==> src/rtl/mso_trigger_pkg.sv <==
//------------------------------------------------------------------------------
// mso_trigger_pkg : capture state encoding shared by the trigger hub and host
// Revision: 1.0
//------------------------------------------------------------------------------
`default_nettype none

package mso_trigger_pkg;

    localparam int ST_W = 2;

    // Encoding is visible to host status logic; all four codes are live states.
    typedef enum logic [ST_W-1:0] {
        ST_DISARMED  = 2'b00,
        ST_ARMED     = 2'b01,
        ST_TRIGGERED = 2'b10,
        ST_CLEARED   = 2'b11
    } trig_state_t;

endpackage : mso_trigger_pkg

`default_nettype wire

==> src/rtl/mso_trigger_hub_rise_detect.sv <==
//------------------------------------------------------------------------------
// rise_detect : 1-bit rising-edge detector with registered history
// Revision: 1.0
//------------------------------------------------------------------------------
`default_nettype none

module rise_detect (
    input  logic clk,
    input  logic rst_n,
    input  logic d_i,
    output logic rise_o
);

    logic d_q;

    // History clears to 0, so a high input on the first cycle out of reset is a rise.
    always_ff @(posedge clk) begin
        if (!rst_n) begin
            d_q <= 1'b0;
        end else begin
            d_q <= d_i;
        end
    end

    assign rise_o = d_i & ~d_q;

endmodule : rise_detect

`default_nettype wire

==> src/rtl/mso_trigger_hub.sv <==
//------------------------------------------------------------------------------
// mso_trigger_hub : masked trigger combiner driving the capture state machine
// Revision: 1.0
//------------------------------------------------------------------------------
`default_nettype none

module mso_trigger_hub
    import mso_trigger_pkg::*;
#(
    parameter int NUM_TRIGGERS = 1
) (
    input  logic                    clk,
    input  logic                    rst_n,
    input  logic                    arm,
    input  logic                    reset,
    input  logic [NUM_TRIGGERS-1:0] triggers,
    input  logic [NUM_TRIGGERS-1:0] mask,
    output logic [ST_W-1:0]         trigger_state
);

    trig_state_t state_q;
    trig_state_t state_d;
    logic        arm_rise;
    logic        hit;

    rise_detect u_arm_rise (
        .clk    (clk),
        .rst_n  (rst_n),
        .d_i    (arm),
        .rise_o (arm_rise)
    );

    assign hit = |(triggers & mask);

    always_ff @(posedge clk) begin
        if (!rst_n) begin
            state_q <= ST_DISARMED;
        end else begin
            state_q <= state_d;
        end
    end

    always_comb begin
        state_d = state_q;
        case (state_q)
            ST_DISARMED: begin
                if (arm_rise) state_d = ST_ARMED;
            end
            ST_ARMED: begin
                // A held arm vetoes disarm so the host cannot race itself.
                if (reset && !arm) state_d = ST_DISARMED;
                else if (hit)      state_d = ST_TRIGGERED;
            end
            ST_TRIGGERED: begin
                if (reset)     state_d = ST_DISARMED;
                else if (!hit) state_d = ST_CLEARED;
            end
            ST_CLEARED: begin
                if (reset) state_d = ST_DISARMED;
            end
            default: state_d = ST_DISARMED;
        endcase
    end

    assign trigger_state = state_q;

endmodule : mso_trigger_hub

`default_nettype wire

==> config.mk <==
export PLATFORM = sky130hd
export DESIGN_NAME = mso_trigger_hub
export DESIGN_NICKNAME = d
export VERILOG_FILES = /design/src/rtl/mso_trigger_pkg.sv /design/src/rtl/mso_trigger_hub_rise_detect.sv /design/src/rtl/mso_trigger_hub.sv
export SDC_FILE = /design/constraint.sdc
export NUM_CORES = 1
export LEC_CHECK = 0
export CORE_AREA = 2 2 39 41
export CTS_BUF_LIST = sky130_fd_sc_hd__clkbuf_8
export CTS_CLUSTER_SIZE = 24
export DETAILED_ROUTE_END_ITERATION = 8
export DIE_AREA = 0 0 41 43
export GPL_ROUTABILITY_DRIVEN = 1
export HOLD_SLACK_MARGIN = 0.1
export PLACE_DENSITY_LB_ADDON = 0.05
export SETUP_SLACK_MARGIN = 0.02
export SLEW_MARGIN = 20
export SYNTH_ARGS = -nofsm -noshare
export SYNTH_HDL_FRONTEND = slang
export SYNTH_SLANG_ARGS = --single-unit
==> constraint.sdc <==
create_clock -name clk -period 1.2 [get_ports clk]
set_input_delay 0.18 -clock clk [delete_from_list [all_inputs] [get_ports clk]]
set_output_delay 0.18 -clock clk [all_outputs]
set_load 0.005 [all_outputs]
* Word level (Yosys, flattened, before mapping)
Cells that the tools add are included.
** Word-level totals
- Flip-flop bits (word level) :: 3
- Logic and storage cells :: 23
** Operators by class
- Eq/ne operators :: 7
- Multiplexer cells :: 7
- Bitwise logic cells :: 3
- Reduce and logical (&&, ||, !) cells :: 4
** Operators by type and width (count)
- $mux W2 :: 6
- $pmux W2 S4 :: 1
- $ne A3 B3 Y1 const B :: 2
- $eq A2 B2 Y1 const B :: 2
- $ne A2 B2 Y1 const B :: 2
- $reduce_and A4 Y1 :: 1
- $and A1 B1 Y1 :: 2
- $eq A2 B1 Y1 const B :: 1
- $logic_not A2 Y1 :: 1
- $logic_and A1 B1 Y1 :: 1
- $logic_not A1 Y1 :: 1
- $not A1 Y1 :: 1

* Logic depth before layout (Yosys ltp)
Gate-level depths: netlist of run 1.
- Word-level depth :: 4
- Mapped depth :: 3

* By module
Synthesis of run 1 repeated with hierarchy kept, for this count alone.
** Second synthesis, totals
- Cell total of the unflattened synthesis :: 18
- Area, all modules :: 168.9 um^2
** By module, submodules not included
- mso_trigger_hub :: instances 1, cells an instance 15, area each 128.9 um^2, sequential area each 40.0 um^2
- rise_detect :: instances 1, cells an instance 3, area each 40.0 um^2, sequential area each 20.0 um^2

* Worst setup path after synthesis of run 1
OpenSTA, ideal clock, no wires.
- Kind :: register to register
- From :: register state_q[1], in the netlist trigger_state[1]
- To :: register state_q[0], in the netlist trigger_state[0]
- Data arrival time :: 0.872 ns
- Data required time :: 1.078 ns
- Setup slack :: 0.206 ns
- Stages on the path, launching flop included :: 4
- Period minus slack after synthesis :: 0.994 ns
- Cells stage by stage :: dfxtp_1 nand2b_2 o22ai_1 a311o_1
** On the way
- Cells in the longest elaborated chain, start to end :: 3
- Elaborated cells on any way between the ends :: 10
- Classes of those cells :: eq/ne (7); mux (1); reduce/logical (2)
** Ends and longest elaborated chain
- from (decl) :: RTL line mso_trigger_hub.sv:21 : trig_state_t state_q;
- from (signal assigned) :: RTL line mso_trigger_hub.sv:39 : state_q <= state_d;
- $eq A2 B1 Y1, or another cell as far along :: RTL line mso_trigger_hub.sv:45 : case (state_q)
- $ne A3 B3 Y1 (no line) / $ne A2 B2 Y1 (equally long branches)
- $reduce_and A4 Y1 (no line)
Several ways; a longest one is shown, not always the timed one.
A chain may end at the register's enable or synchronous reset.

* Worst setup path in the final report of run 1
- From :: input port reset
- To :: register state_q[0], in the netlist trigger_state[0]
** On the way
- Cells in the longest elaborated chain, start to end :: 3
- Elaborated cells on any way between the ends :: 8
- Classes of those cells :: eq/ne (3); mux (3); reduce/logical (2)
** Ends and longest elaborated chain
- from (decl) :: RTL line mso_trigger_hub.sv:15 : input logic reset,
- $logic_and A1 B1 Y1 :: RTL line mso_trigger_hub.sv:51 : if (reset && !arm) state_d = ST_DISARMED;
- $ne A3 B3 Y1 (no line) / $mux W2 (equally long branches)
- $reduce_and A4 Y1 (no line) / $pmux W2 S4 (equally long branches)
Several ways; a longest one is shown, not always the timed one.

==> results of run 1 <==
==> final cells by class <==
| type | count | area, um^2 | area share, % |
|---|---|---|---|
| clock buffer | 3 | 41.3 | 14.5 |
| clock inverter | 1 | 3.75 | 1.32 |
| inverter | 2 | 7.51 | 2.64 |
| multi-input combinational | 11 | 73.8 | 26.0 |
| sequential | 3 | 62.6 | 22.0 |
| tap | 16 | 20.0 | 7.05 |
| timing repair buffer | 8 | 75.1 | 26.4 |
==> cells by family after synthesis <==
group / count (synthesis) / share of synthesized area (%)
buffers and inverters: 2 / 5.31
DFF: 3 / 42.5
and+or+nand+nor: 7 / 28.3
AOI/OAI and AO/OA: 4 / 23.9
==> metal layers <==
metal	routed length, um	vias to the layer above	share of wire, %	track usage [%]
met4	0	0	0	0
met5	0	-	0	0
met2	158	8	37	5.63
met3	74	0	17	7.33
li1	-	83	-	-
met1	192	71	45	6.73
==> where the power goes <==
part / internal, W / switching [W] / total [W]
combinational: 0.0000299 / 0.0000169 / 0.0000469
clock: 0.000218 / 0.0000674 / 0.000285
sequential: 0.000108 / 0.00000530 / 0.000113
total: 0.000356 / 0.0000897 / 0.000445
==> cells in the final DEF, fill, tap and decap left out <==
cell             count
clkbuf_8             3
dfxtp_2              2
dfxtp_1              1
nand2b_2             1
o22ai_1              1
nand4b_1             1
a221oi_1             2
nor2_1               2
nand2_1              1
inv_1                3
nand3_1              1
and2_1               1
clkdlybuf4s50_1      5
dlygate4sd2_1        2
a311o_1              1
buf_4                1
==> how the worst max path moves through the flow <==
stage,startpoint,end,slack [ns],depth (start not counted)
after global placement,reset,trigger_state[0]$_SDFFE_PN0P_,-0.13,3
after floorplan,trigger_state[1]$_SDFFE_PN0P_,trigger_state[0]$_SDFFE_PN0P_,0.21,3
after detailed placement,reset,trigger_state[0]$_SDFFE_PN0P_,-0.10,3
after global routing,reset,trigger_state[0]$_SDFFE_PN0P_,0.08,3
after CTS,reset,trigger_state[0]$_SDFFE_PN0P_,0.12,3
final,reset,trigger_state[0]$_SDFFE_PN0P_,0.11,3
==> critical path: cells and delay by family <==
family	cells	cell delay (ns)
compound gates	1	0.33
simple gates	1	0.22
buf+inv	1	0.46
==> state kept, by name, summed over array words and instances (netlist names) <==
register	flops
trigger_state	2
u_arm_rise.d_q	1
==> stage by stage <==
stage | cells | utilization, % | setup WS (ns)
global route | 44 | 20.5 | 0.0792
floorplan | 16 | - | 0.206
CTS | 44 | 20.5 | 0.116
finish | 44 | 20.5 | 0.106
global placement | 40 | 17.3 | -0.126
detailed placement | 40 | 17.3 | -0.100
==> qor.csv, run 1 <==
metric,value,unit
nets@finish,35,
routed wire length,424,um
r2r startpoint,trigger_state[1]$_SDFFE_PN0P_,
FP Rows,14,
Die Wd,41,um
post-synth top area cell,dfxtp_1,
post-synth top area share,42.5,%
Hold Fails Final Rpt,0,
area post-placement,239,um^2
synth-to-layout area growth,101,%
Clock transition at path regs,0.03,ns
"count leader, synth",dfxtp_1,
r2r worst-path depth,3,
HP Class,register to register,
average wire per cell in the routed design,9.64,um
Setup Skew,0.00165,ns
Max-slew headroom,84.9,%
crit path kind,input port to register,
I/O pins,8,
fin crit period,1.09,ns
DRC viols,0,
CTS tree,done,
Hold Buf Count CTS,0,
die area,0.00176,mm^2
Die Ht,43,um
Hold Path Cell Cnt,2,
Worst IR Drop VDD,0.777,mV
crit-path cells,"clkdlybuf4s50_1, nand4b_1, a311o_1",
required time worst endpoint,1.29,ns
postcts setup bufs,0,
element type at the critical path end,register,
Post-DRT Antenna Nets,0,
1st-iter DRT viols,5,
layout cells sized above 1,25.0,%
# resized after CTS,4,
top_reg_cell synth,dfxtp_1,
initial core utilization,10.2,%
Clock Tree Buf Depth,2,
GR Util All Layers,5.32,%
syn_nets,22,
CP arrival,1.19,ns
register area share after synthesis,42.5,%
FF-to-FF End,trigger_state[0]$_SDFFE_PN0P_,
Post-synth EDFFs,0,
H-tree levels,1,
number of synthesized register bits,3,
total core area,0.00138,mm^2
clock root buffer,clkbuf_8,
vias,162,
RSZ-0062 raised after global routing,no,
Vias/cell,3.68,
initial antenna violation count,0,
CP Launch Type,input port,
dominant cells by area after synthesis,"dfxtp_1 (42%), a221oi_1 (12%), a311o_1 (7.1%)",
Final Max Tran Viols,0,
synthesis warning total,0,
crit path max fanout,4,
antenna diode count,0,
synthesized area,141,um^2
CP max stage cell,clkdlybuf4s50_1,
Setup-failing EPs final,0,
gp weighted congestion,0.635,
final worst-path cycle share,91.2,%
cell area after layout,284,um^2
FF-to-FF setup slack,0.19,ns
post-synthesis cell count,16,
Commonest cells post-synth,"dfxtp_1 (3), a221oi_1 (2), inv_1 (2), nor2_1 (2)",
measured slew at the worst slew-check pin,0.227,ns
status,finished clean,
async set-reset flop share out of synthesis,0,%
setup TNS,0,ns
total power,0.000445,W
first-pass GRT wire length,593,um
CTS Buf Count,3,
largest net degree at the start of global routing,5,
CP peak stage delay,0.46,ns
grt total ovfl,0,
port bufs,7,
clock sink total,3,
Layout fillers,152,
min-delay src,trigger_state[1]$_SDFFE_PN0P_,
Clock Latency Late Sink,0.21,ns
vias in the first global route,140,
syn avg cell area,8.84,um^2
max_cap viols,0,
Worst Hold End,trigger_state[1]$_SDFFE_PN0P_,
Fin Hold WS,0.503,ns
post-synthesis cell type count,11,
fmax,914,MHz
Pleak,0.116,nW
PD cells,1570,mW/mm^2
DRT Pass-1 Iters,4,
Power figures use the tool's default switching activity.
==> run 2, diff against run 1 <==
--- a/config.mk
+++ b/config.mk
@@ -13,6 +13,7 @@
 export GPL_ROUTABILITY_DRIVEN = 1
 export HOLD_SLACK_MARGIN = 0.1
 export PLACE_DENSITY_LB_ADDON = 0.05
+export RECOVER_POWER = 100
 export SETUP_SLACK_MARGIN = 0.02
 export SLEW_MARGIN = 20
 export SYNTH_ARGS = -nofsm -noshare
==> qor.csv, run 2 (same netlist as run 1, synthesis figures left out) <==
metric,value,unit
status,finished clean,
fin util,20.3,%
fmax,916,MHz
required time worst endpoint,1.29,ns
fin crit period,1.09,ns
Post-DRT Antenna Nets,0,
Setup Skew,0.00165,ns
Vias/cell,3.68,
postcts setup bufs,0,
min-delay src,trigger_state[1]$_SDFFE_PN0P_,
FF-to-FF setup slack,0.16,ns
Hold Buf Count CTS,0,
PD cells,1580,mW/mm^2
initial core utilization,10.2,%
1st-iter DRT viols,5,
# resized after CTS,4,
Worst IR Drop VDD,0.833,mV
I/O pins,8,
Clock transition at path regs,0.03,ns
Fin Hold WS,0.518,ns
layout cells sized above 1,17.9,%
CP Launch Type,input port,
GR Util All Layers,5.32,%
Hold Fails Final Rpt,0,
HP Class,register to register,
RSZ-0062 raised after global routing,no,
first-pass GRT wire length,593,um
largest net degree at the start of global routing,5,
port bufs,7,
r2r worst-path depth,3,
grt total ovfl,0,
Setup-failing EPs final,0,
nets@finish,35,
CTS tree,done,
Hold Path Cell Cnt,2,
Clock Latency Late Sink,0.21,ns
FP Rows,14,
H-tree levels,1,
Largest register FFs,2,
final worst-path cycle share,91.0,%
max_cap viols,0,
DRT Pass-1 Iters,4,
element type at the critical path end,register,
Clock Tree Buf Depth,2,
vias in the first global route,140,
DRC viols,0,
clock root buffer,clkbuf_8,
vias,162,
average wire per cell in the routed design,9.64,um
crit path kind,input port to register,
Max-slew headroom,84.9,%
synth-to-layout area growth,99.1,%
"commonest cells after routing, fill and taps aside","clkdlybuf4s50_1 (5), inv_1 (3), clkbuf_8 (3), dfxtp_1 (3)",
CTS Buf Count,3,
Die Wd,41,um
initial antenna violation count,0,
clock sink total,3,
routed wire length,424,um
total core area,0.00138,mm^2
"commonest non-fill, non-tap cell in the layout",clkdlybuf4s50_1,
total power,0.000444,W
die area,0.00176,mm^2
crit path max fanout,4,
Pleak,0.115,nW
FF-to-FF End,trigger_state[0]$_SDFFE_PN0P_,
Worst Hold End,trigger_state[1]$_SDFFE_PN0P_,
r2r startpoint,trigger_state[1]$_SDFFE_PN0P_,
measured slew at the worst slew-check pin,0.227,ns
CP arrival,1.19,ns
gp weighted congestion,0.635,
antenna diode count,0,
Final Max Tran Viols,0,
Die Ht,43,um
==> run 2: cell types whose count changed in the layout (fill, tap and decap cells not counted) <==
cell     previous run  this run
dfxtp_2             2         0
dfxtp_1             1         3
==> run 2: area by class of cell <==
| cell class | count | area (um^2) |
|---|---|---|
| Clock buffer | 3 | 41.3 |
| Clock inverter | 1 | 3.75 |
| Fill cell | 151 | 1100 |
| Inverter | 2 | 7.51 |
| Multi-Input combinational cell | 11 | 73.8 |
| Sequential cell | 3 | 60.1 |
| Tap cell | 16 | 20.0 |
| Timing Repair Buffer | 8 | 75.1 |
==> run 2: worst max-delay path by stage <==
stage | from | endpoint | slack, ns | cells past startpoint
2_1_floorplan | trigger_state[1]$_SDFFE_PN0P_ | trigger_state[0]$_SDFFE_PN0P_ | 0.21 | 3
3_3_place_gp | reset | trigger_state[0]$_SDFFE_PN0P_ | -0.13 | 3
3_5_place_dp | reset | trigger_state[0]$_SDFFE_PN0P_ | -0.10 | 3
4_1_cts | reset | trigger_state[0]$_SDFFE_PN0P_ | 0.12 | 3
5_1_grt | reset | trigger_state[0]$_SDFFE_PN0P_ | 0.08 | 3
6_report | reset | trigger_state[0]$_SDFFE_PN0P_ | 0.11 | 3
==> run 2: routing by layer <==
| metal | global-route usage, % | share of wire [%] | vias to the layer above |
|---|---|---|---|
| met5 | 0 | 0 | - |
| met4 | 0 | 0 | 0 |
| met3 | 7.33 | 17 | 0 |
| met2 | 5.63 | 37 | 8 |
| met1 | 6.73 | 45 | 71 |
| li1 | - | - | 83 |
==> run 2: per-stage QoR <==
step | instance area [um^2] | std cells | setup slack, ns | TNS [ns]
floorplan | 141 | 16 | 0.206 | 0
global placement | 239 | 40 | -0.126 | -0.126
detailed placement | 239 | 40 | -0.100 | -0.100
CTS | 284 | 44 | 0.116 | 0
global route | 282 | 44 | 0.0815 | 0
finish | 282 | 44 | 0.108 | 0
==> run 2: worst max-delay path, cell delays in order <==
cell,delay [ns]
clkdlybuf4s50_1,0.46
nand4b_1,0.22
a311o_1,0.33
==> run 2: report_power, final <==
group | switching (W) | total, W | internal [W] | leakage (nW)
Sequential | 0.00000530 | 0.000112 | 0.000107 | 0.0247
Clock | 0.0000674 | 0.000285 | 0.000218 | 0.0269
Combinational | 0.0000169 | 0.0000468 | 0.0000299 | 0.0633
